`src/rtl/cpu_pkg.sv`:
```
// Shared types for the CPU slice: sequencer states, halt causes and
// the instruction-address alignment constant.
package cpu_pkg;

    typedef enum logic [2:0] {
        S_PAUSE,
        S_RUN,
        S_STEP,
        S_HALT,
        S_FAULT
    } seq_state_t;

    typedef enum logic [1:0] {
        CAUSE_NONE      = 2'b00,
        CAUSE_SELF_LOOP = 2'b01,
        CAUSE_BUDGET    = 2'b10
    } halt_cause_t;

    localparam logic [1:0] ALIGN_MASK = 2'b00;

endpackage

```
`src/rtl/pc_sequencer.sv`:
```
// Program counter and run control in front of the single-cycle datapath.
// Decides per cycle whether the instruction at pc_out commits.
module pc_sequencer
    import cpu_pkg::*;
#(
    parameter logic [31:0] RESET_PC  = 32'h0000_0000,
    parameter logic [31:0] MAX_INSTR = 32'd0
) (
    input  logic        clk,
    input  logic        rst,
    input  logic        start,
    input  logic        step,
    input  logic        pause_req,
    input  logic [31:0] next_pc,
    output logic [31:0] pc_out,
    output logic        cpu_en,
    output logic        running,
    output logic        halted,
    output logic        fault,
    output logic [1:0]  halt_cause,
    output logic [31:0] instr_cnt
);

    seq_state_t  state_q, state_n;
    halt_cause_t cause_q, cause_n;
    logic [31:0] pc_q;
    logic [31:0] cnt_q;
    logic [31:0] cnt_inc;
    logic        active;
    logic        aligned;

    assign cnt_inc = cnt_q + 32'd1;
    assign active  = (state_q == S_RUN) || (state_q == S_STEP);
    assign aligned = (next_pc[1:0] == ALIGN_MASK);
    assign cpu_en  = active && !pause_req && aligned;

    always_comb begin
        state_n = state_q;
        cause_n = cause_q;
        unique case (state_q)
            S_PAUSE: begin
                if (start)     state_n = S_RUN;
                else if (step) state_n = S_STEP;
            end
            S_RUN, S_STEP: begin
                if (pause_req) begin
                    state_n = S_PAUSE;
                end else if (!aligned) begin
                    state_n = S_FAULT;
                end else if (next_pc == pc_q) begin
                    // jump-to-self marks the end of a program
                    state_n = S_HALT;
                    cause_n = CAUSE_SELF_LOOP;
                end else if (MAX_INSTR != 32'd0 && cnt_inc == MAX_INSTR) begin
                    state_n = S_HALT;
                    cause_n = CAUSE_BUDGET;
                end else if (state_q == S_STEP) begin
                    state_n = S_PAUSE;
                end
            end
            S_HALT, S_FAULT: begin
                state_n = state_q;
            end
            default: begin
                state_n = S_PAUSE;
            end
        endcase
    end

    always_ff @(posedge clk) begin
        if (rst) begin
            state_q <= S_PAUSE;
            cause_q <= CAUSE_NONE;
            pc_q    <= RESET_PC;
            cnt_q   <= 32'd0;
        end else begin
            state_q <= state_n;
            cause_q <= cause_n;
            if (cpu_en) begin
                pc_q  <= next_pc;
                cnt_q <= cnt_inc;
            end
        end
    end

    assign pc_out     = pc_q;
    assign instr_cnt  = cnt_q;
    assign running    = active;
    assign halted     = (state_q == S_HALT);
    assign fault      = (state_q == S_FAULT);
    assign halt_cause = cause_q;

endmodule

```
`config.mk`:
```
export PLATFORM = sky130hd
export DESIGN_NAME = pc_sequencer
export DESIGN_NICKNAME = d
export VERILOG_FILES = /design/src/rtl/cpu_pkg.sv /design/src/rtl/pc_sequencer.sv
export SDC_FILE = /design/constraint.sdc
export NUM_CORES = 1
export LEC_CHECK = 0
export CAP_MARGIN = 20
export CELL_PAD_IN_SITES_DETAIL_PLACEMENT = 1
export CELL_PAD_IN_SITES_GLOBAL_PLACEMENT = 1
export CORE_AREA = 3 3 102 104
export CTS_BUF_LIST = sky130_fd_sc_hd__clkbuf_16
export DETAILED_ROUTE_END_ITERATION = 8
export DIE_AREA = 0 0 105 107
export GPL_TIMING_DRIVEN = 0
export PLACE_DENSITY_LB_ADDON = 0.1
export SLEW_MARGIN = 20
export SYNTH_ARGS = -nofsm -noshare
export SYNTH_HDL_FRONTEND = slang
export SYNTH_SLANG_ARGS = --single-unit
export TNS_END_PERCENT = 30
```
`constraint.sdc`:
```
create_clock -name clk -period 2.85 [get_ports clk]
set_input_delay 0.285 -clock clk [delete_from_list [all_inputs] [get_ports clk]]
set_output_delay 0.285 -clock clk [all_outputs]
set_load 0.05 [all_outputs]
```
==> impl_metrics.ini <==
[status]
status = complete, no violations

[sta]
drv_slew = 0
setup_viol = 0
rsz0062_at_grt = false
tightest_slew_ps = 655
post-route-worst-setup-slack_ps = 220
slew_headroom_pct = 56.3
fmax_mhz = 380
skew_ps = 6.57
min_period_ps = 2630
fin_crit_sh_pct = 92.3
finalHoldViolations = 0

[placed_design]
hpwl_um = 7510
portBuffers = 105
gp_congestion = 0.734
placedCellCount = 632
pre_cts_slack_ps = -673
place_area_mm2 = 0.00439

[cells_and_area]
final_cell_mix = clkdlybuf4s50_1, nand2_1, dfxtp_1
final_common_cell = clkdlybuf4s50_1
n_antenna_cell = 0
nNetsFinal = 546
fin_cells = 645
area_growth_pct = 46.6
fin_area_mm2 = 0.00464
fillers = 1208
drive_gt1_share_pct = 4.10

[logic_synthesis]
synthTopCellsByArea = dfxtp_1, xnor2_1, nand2_1
yosysTopAreaCell = dfxtp_1
avgSynthCellArea_um2 = 8.03
synthCells = 394
synth_seq_cells = 68
synth-main-ff-cell = dfxtp_1
syn_nets = 432
syn-cell-area_mm2 = 0.00317
yosysWarnings = 0
synth_top_area_share_pct = 43.0
ys_async_sr_fraction_pct = 0
ys_seq_area_share_pct = 43.0
synth_edf_count = 0
ys_types = 31

[critical_path]
critical_path.cell_chain = clkdlybuf4s50_1, or3_1, or4_1, buf_2, or3_1, buf_2, nor4_1, mux2_2
path_depth = 8
slowest_stage = clkdlybuf4s50_1
cp_top_family = simple AND/OR/NAND/NOR gates
r2r.worst_path.cells = 8
crit_arrival_ps = 2840
cp-end-kind = flip-flop
cp-start-kind = input port
required_ps = 3060
worstSetupPathType = in2reg
path_max_fanout = 9
cp_slowest_stage_delay_ps = 430
worst-path-buf-inv = 3

[global_routing]
grt_max_degree = 21
grt_pass1_wl_um = 16600
grt_antenna_before_repair = 0
gr-total-overflow = 0
grt_pass1_vias = 3422
grt_usage_pct = 18.2

[routing]
wl_per_cell_um = 15.5
post-route-drc-count = 0
routed_via_density = 4.89
postRouteAntennaNets = 0
routed_wl_um = 9970
vias = 3156
first_iter_violations = 63
drt_pass1_iterations = 4

[pwr]
finalPower_mw = 2.21
leakage_nw = 1.44
powerDensity_mw_per_mm2 = 477
ir_drop_mv = 0.307

[floorplanning]
fp.dieW_um = 105
io-pin-count = 107
core_area_mm2 = 0.00964
std_cell_rows = 36
fp.dieArea_mm2 = 0.0112
start_util_pct = 32.8
die_h_um = 107

[clock_tree]
ctsHoldBuffers = 0
clk_pin_slew_worst_paths_ps = 60
insertion_delay_ps = 320
cts.sinks = 68
cts_buffers = 9
cts_htree_levels = 3
cts_root_buf = clkbuf_16
clock_path_buffers = 2
tritoncts = yes

[flow_run]
maxCapViolCount = 0

[min_path]
min_path_type = reg2reg
whs_path_depth = 2
==> layout make-up <==
| type | instances | area, um2 | area share (%) |
|---|---|---|---|
| multi-input combinational | 292 | 1680 | 36.1 |
| sequential | 68 | 1360 | 29.3 |
| timing repair buffer | 105 | 1060 | 22.8 |
| clock buffer | 9 | 225 | 4.85 |
| tap | 133 | 166 | 3.59 |
| buffer | 24 | 98.8 | 2.13 |
| inverter | 8 | 30.0 | 0.647 |
| clock inverter | 6 | 25.0 | 0.539 |
==> flip-flops by register name, summed over array words and instances, names as in the netlist <==
name / cells
halt_cause: 1
instr_cnt: 32
pc_out: 32
state_q: 3
==> synth_stat cells, types with 2 or more instances <==
master / number
clkbuf_1: 21
xor2_1: 2
o31ai_1: 8
nand4_1: 14
nor3_1: 5
nor4_1: 14
and3_1: 2
xnor2_1: 51
nand2_1: 74
nor3b_1: 2
or3_1: 4
a21oi_1: 44
or4_1: 9
nand3_1: 12
and4_1: 5
buf_2: 4
inv_1: 8
nor2_1: 32
and2_1: 2
dfxtp_1: 68
o21ai_0: 3
==> kinds of logic (layout without fill, tap and decap cells) <==
| group | Yosys count | after routing | share of synthesized area, % |
|---|---|---|---|
| mux | 1 | 1 | 0.356 |
| xor+xnor | 53 | 53 | 14.7 |
| fa+ha+maj | 1 | 1 | 0.395 |
| buf+inv | 34 | 152 | 4.31 |
| simple gates | 177 | 177 | 26.8 |
| compound gates | 59 | 59 | 10.4 |
| flops | 68 | 68 | 43.0 |
| other cells | 1 | 1 | 0.118 |
==> what timing repair did <==
action | 4_1_cts | 5_1_grt
pin swaps | 0 | 0
resized for setup | 3 | 3
buffers inserted | 0 | 0
setup endpoints to repair | 1 | 5
cloned | 0 | 0
==> report_power, final <==
group	internal, mW	switching, mW
clock network	0.568	0.393
logic	0.115	0.158
registers	0.966	0.0134
==> worst min-delay path, stage by stage (launching register included) <==
cell and delay (ps):
dfxtp_1 310, inv_1 50, a21oi_1 50
==> path summary, 6_finish.rpt <==
kind	start	slack, ps	endpoint
worst max-delay path	pause_req	220	instr_cnt[31]$_SDFFE_PP0P_
worst min-delay path	halt_cause[0]$_SDFFE_PP0P_	460	halt_cause[0]$_SDFFE_PP0P_
worst max register to register	state_q[1]$_SDFFE_PP0P_	280	instr_cnt[31]$_SDFFE_PP0P_
worst min register to register	halt_cause[0]$_SDFFE_PP0P_	460	halt_cause[0]$_SDFFE_PP0P_
==> metrics by stage <==
| stage | setup TNS [ps] | hold WS [ps] | util [%] |
|---|---|---|---|
| floorplan | 0 | 375 | - |
| global placement | -1880 | 437 | 45.5 |
| detailed placement | -2150 | 446 | 45.5 |
| CTS | 0 | 456 | 48.0 |
| global route | 0 | 487 | 48.1 |
| finish | 0 | 455 | 48.1 |
==> per-layer routing <==
layer	GRT usage [%]	part of all wire, %
met5	0	0
met1	21.2	44
met2	31.9	49
met3	5.36	6.3
met4	6.00	1.4
(Power assumes the default switching activity.)
